File: src/rtl/spi_pkg.sv
// Shared types and constants for the SPI mode-0 master port.
package spi_pkg;

  localparam int SPI_ADDR_W  = 7;
  localparam int SPI_DATA_W  = 8;
  localparam int SPI_FRAME_W = 16;
  localparam int SPI_BIT_W   = 5;

  localparam logic SPI_RW_READ = 1'b1;

  typedef enum logic [1:0] {
    ST_IDLE,
    ST_SHIFT,
    ST_TRAIL
  } spi_state_e;

  // Reads send a zero data byte so the slave's reply never collides with stale write data.
  function automatic logic [SPI_FRAME_W-1:0] spi_build_frame(
    input logic [SPI_ADDR_W-1:0] addr,
    input logic                  rw,
    input logic [SPI_DATA_W-1:0] wdata
  );
    return {addr, rw, (rw == SPI_RW_READ) ? {SPI_DATA_W{1'b0}} : wdata};
  endfunction

endpackage

File: src/rtl/spi_half_timer.sv
// Half-period timer: pulses tick every CLKDIV clk cycles while run is high.
module spi_half_timer #(
  parameter int CLKDIV = 4
) (
  input  logic clk,
  input  logic reset,
  input  logic run,
  output logic tick
);

  localparam int CNT_W = $clog2(CLKDIV + 1);
  localparam logic [CNT_W-1:0] CNT_LAST = CNT_W'(CLKDIV - 1);

  logic [CNT_W-1:0] cnt_q, cnt_d;

  always_comb begin
    cnt_d = cnt_q;
    tick  = 1'b0;
    if (!run) begin
      cnt_d = '0;
    end else if (cnt_q == CNT_LAST) begin
      cnt_d = '0;
      tick  = 1'b1;
    end else begin
      cnt_d = cnt_q + 1'b1;
    end
  end

  always_ff @(posedge clk) begin
    if (reset) begin
      cnt_q <= '0;
    end else begin
      cnt_q <= cnt_d;
    end
  end

endmodule

File: src/rtl/spi_master_port.sv
// SPI mode-0 master issuing one 16-bit {addr,rw,data} frame per accepted command.
// Optional build macro SPIM_MISO_SYNC_EN: two-flop miso synchronizer, sample at sclk fall.
module spi_master_port
  import spi_pkg::*;
#(
  parameter int CLKDIV = 4
) (
  input  logic                  clk,
  input  logic                  reset,
  input  logic                  start,
  input  logic                  rw,
  input  logic [SPI_ADDR_W-1:0] addr,
  input  logic [SPI_DATA_W-1:0] wdata,
  output logic                  busy,
  output logic                  done,
  output logic [SPI_DATA_W-1:0] rdata,
  output logic                  sclk_pin,
  output logic                  cs_pin,
  output logic                  mosi_pin,
  input  logic                  miso_pin
);

  spi_state_e             state_q, state_d;
  logic [SPI_FRAME_W-1:0] tx_q, tx_d;
  logic [SPI_FRAME_W-1:0] rx_q, rx_d;
  logic [SPI_BIT_W-1:0]   bit_q, bit_d;
  logic                   sclk_q, sclk_d;
  logic                   busy_q, busy_d;
  logic                   done_q, done_d;
  logic                   rw_q, rw_d;
  logic [SPI_DATA_W-1:0]  rdata_q, rdata_d;
  logic                   tick;
  logic                   miso_smp;

`ifdef SPIM_MISO_SYNC_EN
  // The synchronizer eats two cycles of the high half, so shorter halves cannot work.
  if (CLKDIV < 3) begin : g_bad_clkdiv
    $fatal(1, "spi_master_port: CLKDIV must be >= 3 with SPIM_MISO_SYNC_EN");
  end

  logic miso_s1_q, miso_s2_q;

  always_ff @(posedge clk) begin
    if (reset) begin
      miso_s1_q <= 1'b0;
      miso_s2_q <= 1'b0;
    end else begin
      miso_s1_q <= miso_pin;
      miso_s2_q <= miso_s1_q;
    end
  end

  assign miso_smp = miso_s2_q;
`else
  assign miso_smp = miso_pin;
`endif

  spi_half_timer #(
    .CLKDIV(CLKDIV)
  ) u_half_timer (
    .clk  (clk),
    .reset(reset),
    .run  (state_q != ST_IDLE),
    .tick (tick)
  );

  always_comb begin
    state_d = state_q;
    tx_d    = tx_q;
    rx_d    = rx_q;
    bit_d   = bit_q;
    sclk_d  = sclk_q;
    busy_d  = busy_q;
    done_d  = 1'b0;
    rw_d    = rw_q;
    rdata_d = rdata_q;

    unique case (state_q)
      ST_IDLE: begin
        sclk_d = 1'b0;
        if (start) begin
          tx_d    = spi_build_frame(addr, rw, wdata);
          rw_d    = rw;
          bit_d   = '0;
          busy_d  = 1'b1;
          state_d = ST_SHIFT;
        end
      end

      ST_SHIFT: begin
        if (tick) begin
          if (!sclk_q) begin
            sclk_d = 1'b1;
`ifndef SPIM_MISO_SYNC_EN
            rx_d = {rx_q[SPI_FRAME_W-2:0], miso_smp};
`endif
          end else begin
            sclk_d = 1'b0;
            tx_d   = {tx_q[SPI_FRAME_W-2:0], 1'b0};
`ifdef SPIM_MISO_SYNC_EN
            rx_d = {rx_q[SPI_FRAME_W-2:0], miso_smp};
`endif
            if (bit_q == SPI_BIT_W'(SPI_FRAME_W - 1)) begin
              bit_d   = '0;
              state_d = ST_TRAIL;
            end else begin
              bit_d = bit_q + 1'b1;
            end
          end
        end
      end

      ST_TRAIL: begin
        if (tick) begin
          busy_d  = 1'b0;
          done_d  = 1'b1;
          state_d = ST_IDLE;
          if (rw_q == SPI_RW_READ) begin
            rdata_d = rx_q[SPI_DATA_W-1:0];
          end
        end
      end

      default: begin
        state_d = ST_IDLE;
      end
    endcase
  end

  always_ff @(posedge clk) begin
    if (reset) begin
      state_q <= ST_IDLE;
      tx_q    <= '0;
      rx_q    <= '0;
      bit_q   <= '0;
      sclk_q  <= 1'b0;
      busy_q  <= 1'b0;
      done_q  <= 1'b0;
      rw_q    <= 1'b0;
      rdata_q <= '0;
    end else begin
      state_q <= state_d;
      tx_q    <= tx_d;
      rx_q    <= rx_d;
      bit_q   <= bit_d;
      sclk_q  <= sclk_d;
      busy_q  <= busy_d;
      done_q  <= done_d;
      rw_q    <= rw_d;
      rdata_q <= rdata_d;
    end
  end

  assign busy     = busy_q;
  assign done     = done_q;
  assign rdata    = rdata_q;
  assign sclk_pin = sclk_q;
  assign cs_pin   = (state_q == ST_IDLE);
  assign mosi_pin = (state_q == ST_SHIFT) && tx_q[SPI_FRAME_W-1];

endmodule

File: config.mk
export PLATFORM = sky130hd
export DESIGN_NAME = spi_master_port
export DESIGN_NICKNAME = d
export VERILOG_FILES = /design/src/rtl/spi_pkg.sv /design/src/rtl/spi_half_timer.sv /design/src/rtl/spi_master_port.sv
export SDC_FILE = /design/constraint.sdc
export NUM_CORES = 1
export LEC_CHECK = 0
export ABC_AREA = 1
export CORE_MARGIN = 5
export CORE_UTILIZATION = 40
export CTS_CLUSTER_SIZE = 10
export DETAILED_ROUTE_END_ITERATION = 10
export PLACE_DENSITY = 0.65
export SYNTH_ARGS = -nofsm -noshare
export SYNTH_HDL_FRONTEND = slang
export SYNTH_SLANG_ARGS = --single-unit
File: constraint.sdc
create_clock -name clk -period 3.5 [get_ports clk]
set_input_delay 0.525 -clock clk [delete_from_list [all_inputs] [get_ports clk]]
set_output_delay 0.525 -clock clk [all_outputs]
set_load 0.05 [all_outputs]
==> impl_metrics.tcl, run 1 <==
set metrics [dict create \
    clkLatencyLatePin_ns 0.30 \
    post-synth-top-area-cell "dfxtp_1" \
    synth_seq_area_share_pct 46.67 \
    synthSimpleGateAreaFrac_pct 29.99 \
    p_sw_share_pct 39.18 \
    synth_area_leaders "dfxtp_1, nand2_1, a21oi_1" \
    synth_mux_area_share_pct 0 \
    period_share_pct 71.08 \
    rows 25 \
    hold_violations 0 \
    dieArea_um2 6438 \
    worst_pin_slew_ns 0.6367 \
    dr.pass1.iters 4 \
    grt_max_degree 26 \
    layout.cells.non_filler 380 \
    drc 0 \
    yosys-top-cells-count "nand2_1, dfxtp_1, a21oi_1, nor2_1, inv_1" \
    power.total_mw 1.676 \
    p_seq_share_pct 40.2 \
    postCtsHoldBufs 0 \
    drtAntennaViolNets 0 \
    p_sw_uw 656.5 \
    grt_pass1_vias 1602 \
    grt_pass1_wl_mm 7.238 \
    synthAdderAreaFrac_pct 1.902 \
    synthXorXnorAreaFrac_pct 0 \
    drive_above_1_share_pct 6.070 \
    ir_drop_uv 330.0 \
    combPwrFrac_pct 36.3 \
    max_freq_ghz 0.4019 \
    routedWlPerCell_um 10.72 \
    fillers 497 \
    synth_cell_type_count 19 \
    dp_hpwl_mm 2.768 \
    cp_slowest_cell "clkdlybuf4s50_1" \
    track_usage_pct 14.07 \
    syn2layout_area_growth_pct 23.78 \
    cts_tree "yes" \
    cp.arrival_ns 1.96 \
    synth_largest_type_area_fraction_pct 46.67 \
    clock_power_share_pct 23.5 \
    h-tree-depth 2 \
    synthFlopType "dfxtp_1" \
    die_h_um 80.24 \
    yosysMostFrequentCell "nand2_1" \
    p_per_area_nw_per_um2 686.0 \
    num-nets-final 335 \
    synth-edff-count 0 \
    wirelength_mm 4.072 \
    intPower_mw 1.019 \
    relSlewSlack_pct 57.51 \
    leakagePower_nw 1.017 \
    place.gp.congestion 0.8408 \
    grt_overflow 0 \
    cts_buffer_depth 2 \
    cts-root-buf "clkbuf_8" \
    core_area_um2 4755 \
    viasPerCell 4.739 \
    dp_cells 372 \
    drv_cap 0 \
    antennaDiodeCount 0 \
    syn_area_um2 1973 \
    hold_class "reg2reg" \
    critPathMaxStageDelay_ns 0.80 \
    die_w_um 80.24 \
    syn_avg_cell_area_um2 6.997 \
    required_ns 2.97 \
    outcome "completed" \
    rsz0062_at_grt "no" \
    cts_buffers 5 \
    crit_chain "inv_2, nand2_1, buf_4, nor2_1, clkdlybuf4s50_1" \
    synth_compound_area_share_pct 13.44 \
    post_cts_buffers 0 \
    ys_ff_latch 46 \
    clock-sinks 46 \
    syn_nets 305 \
    cts-resized-gates 0 \
    crit_path_end_kind "output pin" \
    yosys_warnings 0 \
    drt_iter0_markers 133 \
    synth_cells 282 \
    crit_type "reg2out" \
    async_flop_share_pct 0 \
    clk_pin_slew_ns 0.09 \
    synth_top_family_by_area "simple AND/OR/NAND/NOR gates" \
    critPathLaunchType "flop" \
    vias 1801 \
    antenna_found_initial 0 \
    path_max_fanout 17 \
    tns_ns 0 \
    initial_core_util_pct 41.50 \
    setup_violations 0 \
    top_level_ports 33 \
    skew_ns 0.005485 \
    io_buffers 32 \
    slew_viol_final 0 \
    fin_crit_ns 2.488 \
]
-- worst max-delay path: cells and delay by family (launching register included) --
kind,cells,cell delay (ns)
buffers and inverters,3,1.10
DFF,1,0.40
and+or+nand+nor,2,0.15
-- flip-flops by register name, indices dropped and copies added, names as in the netlist --
name                flops
tx_q                   16
rdata                   8
rx_q                    8
bit_q                   5
u_half_timer.cnt_q      3
state_q                 2
busy                    1
done                    1
rw_q                    1
sclk_pin                1
-- per-stage QoR --
stage / util [%] / setup WS, ns / hold slack [ns] / cell area [um^2]
5_1_grt: 51.37 / 0.8832 / 0.4694 / 2442
6_report: 51.37 / 1.012 / 0.4350 / 2442
3_5_place_dp: 49.05 / 1.345 / 0.4232 / 2332
3_3_place_gp: 49.05 / 1.359 / 0.4148 / 2332
2_1_floorplan: - / 1.503 / 0.3992 / 1973
4_1_cts: 51.37 / 1.005 / 0.4350 / 2442
-- placed cells by master, fill, tap and decap left out --
cell type	n
nand2_1	87
dfxtp_1	46
nor2_1	32
a21oi_1	32
clkdlybuf4s50_1	32
inv_1	20
o21ai_0	16
nand3_1	15
o21ai_1	5
clkbuf_8	5
inv_2	4
nand4_1	4
ha_1	3
buf_4	3
nor2_2	2
nand2_2	1
nand3_2	1
nor2_4	1
nor3_1	1
clkbuf_1	1
bufinv_16	1
clkinvlp_4	1
-- cell families (layout without fill, tap and decap cells) --
logic type / Yosys count / count (layout)
buffers and inverters: 36 / 67
AOI/OAI and AO/OA: 53 / 53
DFF: 46 / 46
adders and majority gates: 3 / 3
and+or+nand+nor: 144 / 144
-- power by group through the flow --
stage	Combinational [mW]	Clock, mW	Sequential [mW]
6_report	0.609	0.394	0.673
5_1_grt	0.688	0.429	0.689
4_1_cts	0.611	0.405	0.673
3_5_place_dp	0.610	0	0.684
3_3_place_gp	0.607	0	0.682
2_1_floorplan	0.506	0	0.671
-- worst paths after layout --
| kind | start | cells after the start | to | slack [ns] |
|---|---|---|---|---|
| worst min register to register | u_half_timer.cnt_q[0] | 1 | u_half_timer.cnt_q[0] | 0.43 |
| worst min-delay path | u_half_timer.cnt_q[0] | 1 | u_half_timer.cnt_q[0] | 0.43 |
| worst max-delay path | state_q[1] | 5 | mosi_pin | 1.01 |
| worst max register to register | u_half_timer.cnt_q[0] | 9 | tx_q[0] | 1.75 |
-- area by class of cell --
type | count | area (um^2) | share of cell area, %
sequential | 46 | 920.9 | 37.70
multi-input combinational | 200 | 894.6 | 36.63
clock inverter | 2 | 37.54 | 1.537
timing repair buffer | 35 | 342.8 | 14.04
clock buffer | 6 | 72.57 | 2.971
tap | 67 | 83.83 | 3.432
inverter | 24 | 90.09 | 3.689
-- metal layers --
metal	global-route usage, %	vias to the layer above	share of wire (%)
met5	0	-	0
met4	5.574	0	1.7
met3	4.036	6	5.1
met2	21.69	37	44
met1	18.42	801	49
li1	-	957	-
Note: power is estimated with default switching activity, not from simulation.
==> run 2, diff against run 1 <==
Clock period 3.5 ns to 2.5 ns, I/O delays scaled along.
==> impl_metrics.tcl, run 2 (synthesized netlist as in run 1, its figures left out) <==
set metrics [dict create \
    rr_startpoint "u_half_timer.cnt_q[0]" \
    rows 25 \
    num-nets-final 335 \
    p_sw_share_pct 41.25 \
    clkLatencyLatePin_ns 0.30 \
    critPathLaunchType "flop" \
    antennaDiodeCount 0 \
    period_share_pct 85.94 \
    cts-resized-gates 0 \
    clock_power_share_pct 20.9 \
    core_area_um2 4755 \
    viasPerCell 4.671 \
    fin_crit_ns 2.149 \
    leakagePower_nw 1.012 \
    required_ns 2.12 \
    dp_hpwl_mm 2.772 \
    dieArea_um2 6438 \
    p_per_area_nw_per_um2 933.6 \
    cts_buffers 5 \
    io_buffers 32 \
    drv_cap 0 \
    hold_class "reg2reg" \
    die_w_um 80.24 \
    cts-root-buf "clkbuf_8" \
    top_level_ports 33 \
    max_freq_ghz 0.4654 \
    crit_type "reg2out" \
    postCtsHoldBufs 0 \
    clk_pin_slew_ns 0.09 \
    mostFrequentLayoutCells "nand2_1, dfxtp_1, nor2_1, a21oi_1, clkdlybuf4s50_1" \
    p_sw_uw 933.3 \
    hold_violations 0 \
    setup_violations 0 \
    clock-sinks 46 \
    drc 0 \
    intPower_mw 1.329 \
    antenna_found_initial 0 \
    h-tree-depth 2 \
    cts_tree "yes" \
    dr.pass1.iters 4 \
    grt_pass1_vias 1688 \
    place.gp.congestion 0.7214 \
    skew_ns 0.006610 \
    crit_path_start "state_q[1]" \
    initial_core_util_pct 41.50 \
    grt_max_degree 26 \
    track_usage_pct 14.21 \
    die_h_um 80.24 \
    largest_reg_flops 16 \
    wirelength_mm 4.030 \
    grt_overflow 0 \
    ir_drop_uv 610.6 \
    tns_ns 0 \
    syn2layout_area_growth_pct 22.83 \
    cts_buffer_depth 2 \
    combPwrFrac_pct 37.6 \
    drtAntennaViolNets 0 \
    slew_viol_final 0 \
    relSlewSlack_pct 58.90 \
    path_max_fanout 7 \
    drt_iter0_markers 129 \
    grt_pass1_wl_mm 7.327 \
    outcome "completed" \
    rsz0062_at_grt "no" \
    post_cts_buffers 0 \
    fillers 514 \
    drive_above_1_share_pct 6.709 \
    p_seq_share_pct 41.5 \
    cp.arrival_ns 1.77 \
    vias 1775 \
    worst_pin_slew_ns 0.6159 \
    top_register "tx_q" \
    post-route-util_pct 50.97 \
    routedWlPerCell_um 10.61 \
    crit_path_end_kind "output pin" \
    hold_start "u_half_timer.cnt_q[0]" \
    mostFrequentLayoutCell "nand2_1" \
]
[run 2: cell count changes in the layout (fill, tap and decap cells not counted), sizes merged]
cell           delta
clkbuf            -1
clkinv            +1
clkdlybuf4s50     -1
buf               +1
inv               +1
bufinv            -1
[run 2: power groups by stage]
stage | Clock (mW) | Combinational (mW) | Sequential [mW]
after floorplan | 0 | 0.708 | 0.939
after global placement | 0 | 0.847 | 0.953
after detailed placement | 0 | 0.853 | 0.956
after CTS | 0.495 | 0.857 | 0.940
after global routing | 0.520 | 0.989 | 0.959
final | 0.473 | 0.850 | 0.939
[run 2: stage by stage]
stage | hold WS, ns | power (mW) | setup WS [ns] | cell area, um^2 | instances
detailed placement | 0.4174 | 1.809 | 0.6838 | 2330 | 372
finish | 0.4239 | 2.263 | 0.3514 | 2424 | 380
global route | 0.4629 | 2.468 | 0.2641 | 2424 | 380
floorplan | 0.3992 | 1.647 | 0.6530 | 1973 | 282
global placement | 0.4105 | 1.799 | 0.6881 | 2330 | 372
CTS | 0.4307 | 2.292 | 0.3268 | 2424 | 380
[run 2: area by class of cell]
class | instances | area (um^2) | share of cell area (%)
Tap cell | 67 | 83.83 | 3.459
Inverter | 24 | 90.09 | 3.717
Clock inverter | 3 | 25.02 | 1.033
Timing Repair Buffer | 35 | 340.3 | 14.04
Multi-Input combinational cell | 200 | 894.6 | 36.91
Clock buffer | 5 | 68.82 | 2.839
Sequential cell | 46 | 920.9 | 38.00
[run 2: layer usage]
metal  vias to the layer above  track usage (%)  share of wire (%)
li1                        961                -                  -
met1                       770            17.38                 49
met2                        38            23.18                 44
met3                         6            4.709                5.9
met4                         0            5.068                1.4
met5                         -                0                  0
[run 2: final timing paths]
path | end | slack [ns] | depth (start not counted)
worst max-delay path | cs_pin | 0.35 | 2
worst min-delay path | u_half_timer.cnt_q[0] | 0.42 | 1
worst max register to register | rdata[4] | 0.83 | 5
worst min register to register | u_half_timer.cnt_q[0] | 0.42 | 1
[run 2: worst max-delay path, stage by stage (launching register included)]
cell and delay (ns):
dfxtp_1 0.40, nor2_2 0.22, clkdlybuf4s50_1 0.85
==> run 3, diff against run 2 <==
Settings changed: ABC_AREA 1 to not set, PLACE_DENSITY 0.65 to 0.64.
==> impl_metrics.tcl, run 3 <==
set metrics [dict create \
    top_register "tx_q" \
    clk_pin_slew_ns 0.08 \
    synth_seq_area_share_pct 44.07 \
    rsz0062_at_grt "no" \
    crit_path_end_kind "output pin" \
    setup_slack_ns 0.4048 \
    antenna_found_initial 0 \
    drive_above_1_share_pct 6.844 \
    grt_overflow 0 \
    dr.pass1.iters 4 \
    ir_drop_uv 376.8 \
    slew_viol_final 0 \
    multi_input_area_um2 1010 \
    synth_largest_type_area_fraction_pct 44.07 \
    drtAntennaViolNets 0 \
    cp.arrival_ns 1.72 \
    required_ns 2.12 \
    crit_path_start "state_q[0]" \
    core_area_um2 5075 \
    syn2layout_area_growth_pct 21.08 \
    p_per_area_nw_per_um2 590.3 \
    routedWlPerCell_um 14.04 \
    cts_buffers 5 \
    die_h_um 82.28 \
    fillers 512 \
    rr_startpoint "u_half_timer.cnt_q[0]" \
    r2r_cells 5 \
    grt_max_degree 30 \
    tns_ns 0 \
    async_flop_share_pct 0 \
    leakagePower_nw 0.8446 \
    layout.cells.non_filler 333 \
    seqCellArea_um2 920.9 \
    grt_pass1_vias 1659 \
    h-tree-depth 2 \
    die_w_um 82.28 \
    clock-sinks 46 \
    setup_violations 0 \
    path_max_fanout 4 \
    drt_iter0_markers 110 \
    initial_core_util_pct 41.17 \
    largest_reg_flops 16 \
    top_level_ports 33 \
    synthFlopType "dfxtp_1" \
    yosys-top-cells-count "dfxtp_1, nand2_1, a21oi_1, nor3_1, a311oi_1" \
    synth-edff-count 0 \
    wirelength_mm 4.676 \
    mostFrequentLayoutCells "dfxtp_1, nand2_1, clkdlybuf4s50_1, a21oi_1, nor3_1" \
    grt_pass1_wl_mm 7.886 \
    drv_cap 0 \
    vias 1776 \
    hold_violations 0 \
    max_freq_ghz 0.4773 \
    post_cts_buffers 0 \
    dp_cells 325 \
    fin_crit_ns 2.095 \
    drc 0 \
    cts_buffer_depth 2 \
    cts-resized-gates 0 \
    cts-root-buf "clkbuf_8" \
    worst_pin_slew_ns 0.7319 \
    hold_class "reg2reg" \
    syn_area_um2 2090 \
    synth_cell_type_count 37 \
    crit_type "reg2out" \
    clkLatencyLatePin_ns 0.31 \
    cts_tree "yes" \
    regToRegSetupSlack_ns 0.63 \
    dp_hpwl_mm 3.015 \
    skew_ns 0.01250 \
    postCtsHoldBufs 0 \
    syn_avg_cell_area_um2 8.892 \
    yosysMostFrequentCell "dfxtp_1" \
    reg2reg_to "tx_q[9]" \
    endpoint "cs_pin" \
    place_ws_ns 0.5799 \
    outcome "completed" \
    critPathLaunchType "flop" \
    relSlewSlack_pct 51.21 \
    track_usage_pct 14.90 \
    period_share_pct 83.81 \
    num-nets-final 285 \
    io_buffers 32 \
    place.gp.congestion 0.7765 \
    ys_ff_latch 46 \
    synth_cells 235 \
    antennaDiodeCount 0 \
    yosys_warnings 0 \
    post-route-util_pct 49.85 \
    synth_area_leaders "dfxtp_1, nand2_1, a311oi_1" \
    syn_nets 258 \
    rows 26 \
    post-synth-top-area-cell "dfxtp_1" \
    viasPerCell 5.333 \
    dieArea_um2 6769 \
    mostFrequentLayoutCell "dfxtp_1" \
]
==> run 3: cell types whose count changed in the layout (fill, tap and decap cells not counted), sizes merged, moves of 4 or more <==
cell,change
nand2,-43
nor2,-26
inv,-20
o21ai,-17
a21oi,-15
a311oi,+15
nor3,+15
nand3,-10
nand3b,+9
mux2i,+8
nor4,+5
buf,+4
nand4,-4
nand4b,+4
==> run 3: per-stage QoR <==
stage | cell area [um^2] | power, mW | hold slack (ns)
after global routing | 2530 | 1.562 | 0.4783
after detailed placement | 2420 | 0.9550 | 0.4306
final | 2530 | 1.494 | 0.4358
after floorplan | 2090 | 0.8960 | 0.4072
after CTS | 2530 | 1.506 | 0.4423
after global placement | 2420 | 0.9534 | 0.4179
==> run 3: cell families after synthesis <==
logic type / Yosys count / share of synthesized area, %
AO/OA/AOI/OAI: 44 / 14.37
adder cells (fa/ha/maj): 3 / 1.797
buffers and inverters: 24 / 7.605
flip-flops: 46 / 44.07
multiplexers: 8 / 3.832
AND/OR/NAND/NOR: 110 / 28.32
==> run 3: final cells by class <==
class / instances / area share, %
well taps: 70 / 3.462
multi-input cells: 165 / 39.91
repair buffers: 39 / 15.13
clock inverters: 2 / 1.484
inverters: 5 / 0.7418
flip-flops and latches: 46 / 36.40
clock buffers: 6 / 2.868
==> run 3: worst max-delay path, cell delays in order (launching register included) <==
cell,delay [ns]
dfxtp_1,0.32
nor2_1,0.25
clkdlybuf4s50_1,0.86
==> run 3: worst min path at each step <==
stage,startpoint,to,depth (start not counted)
6_report,u_half_timer.cnt_q[0],u_half_timer.cnt_q[0],1
5_1_grt,rx_q[7],rdata[7],2
4_1_cts,u_half_timer.cnt_q[0],u_half_timer.cnt_q[0],1
3_5_place_dp,u_half_timer.cnt_q[0],u_half_timer.cnt_q[0],1
3_3_place_gp,u_half_timer.cnt_q[0],u_half_timer.cnt_q[0],1
2_1_floorplan,u_half_timer.cnt_q[0],u_half_timer.cnt_q[0],1
==> run 3: routing by layer <==
layer | track usage (%) | wire (um) | part of all wire [%] | vias up
met5 | 0 | 0 | 0 | -
li1 | - | - | - | 899
met3 | 4.013 | 315 | 6.7 | 7
met1 | 20.96 | 2244 | 48 | 823
met2 | 21.63 | 2049 | 44 | 47
met4 | 5.482 | 67 | 1.4 | 0
==> run 3: report_power, final <==
| part | total (mW) | leakage [nW] | internal [mW] | switching (mW) |
|---|---|---|---|---|
| clock | 0.556 | 0.0514 | 0.298 | 0.257 |
| combinational | 0.166 | 0.418 | 0.0757 | 0.0902 |
| sequential | 0.772 | 0.375 | 0.758 | 0.0140 |
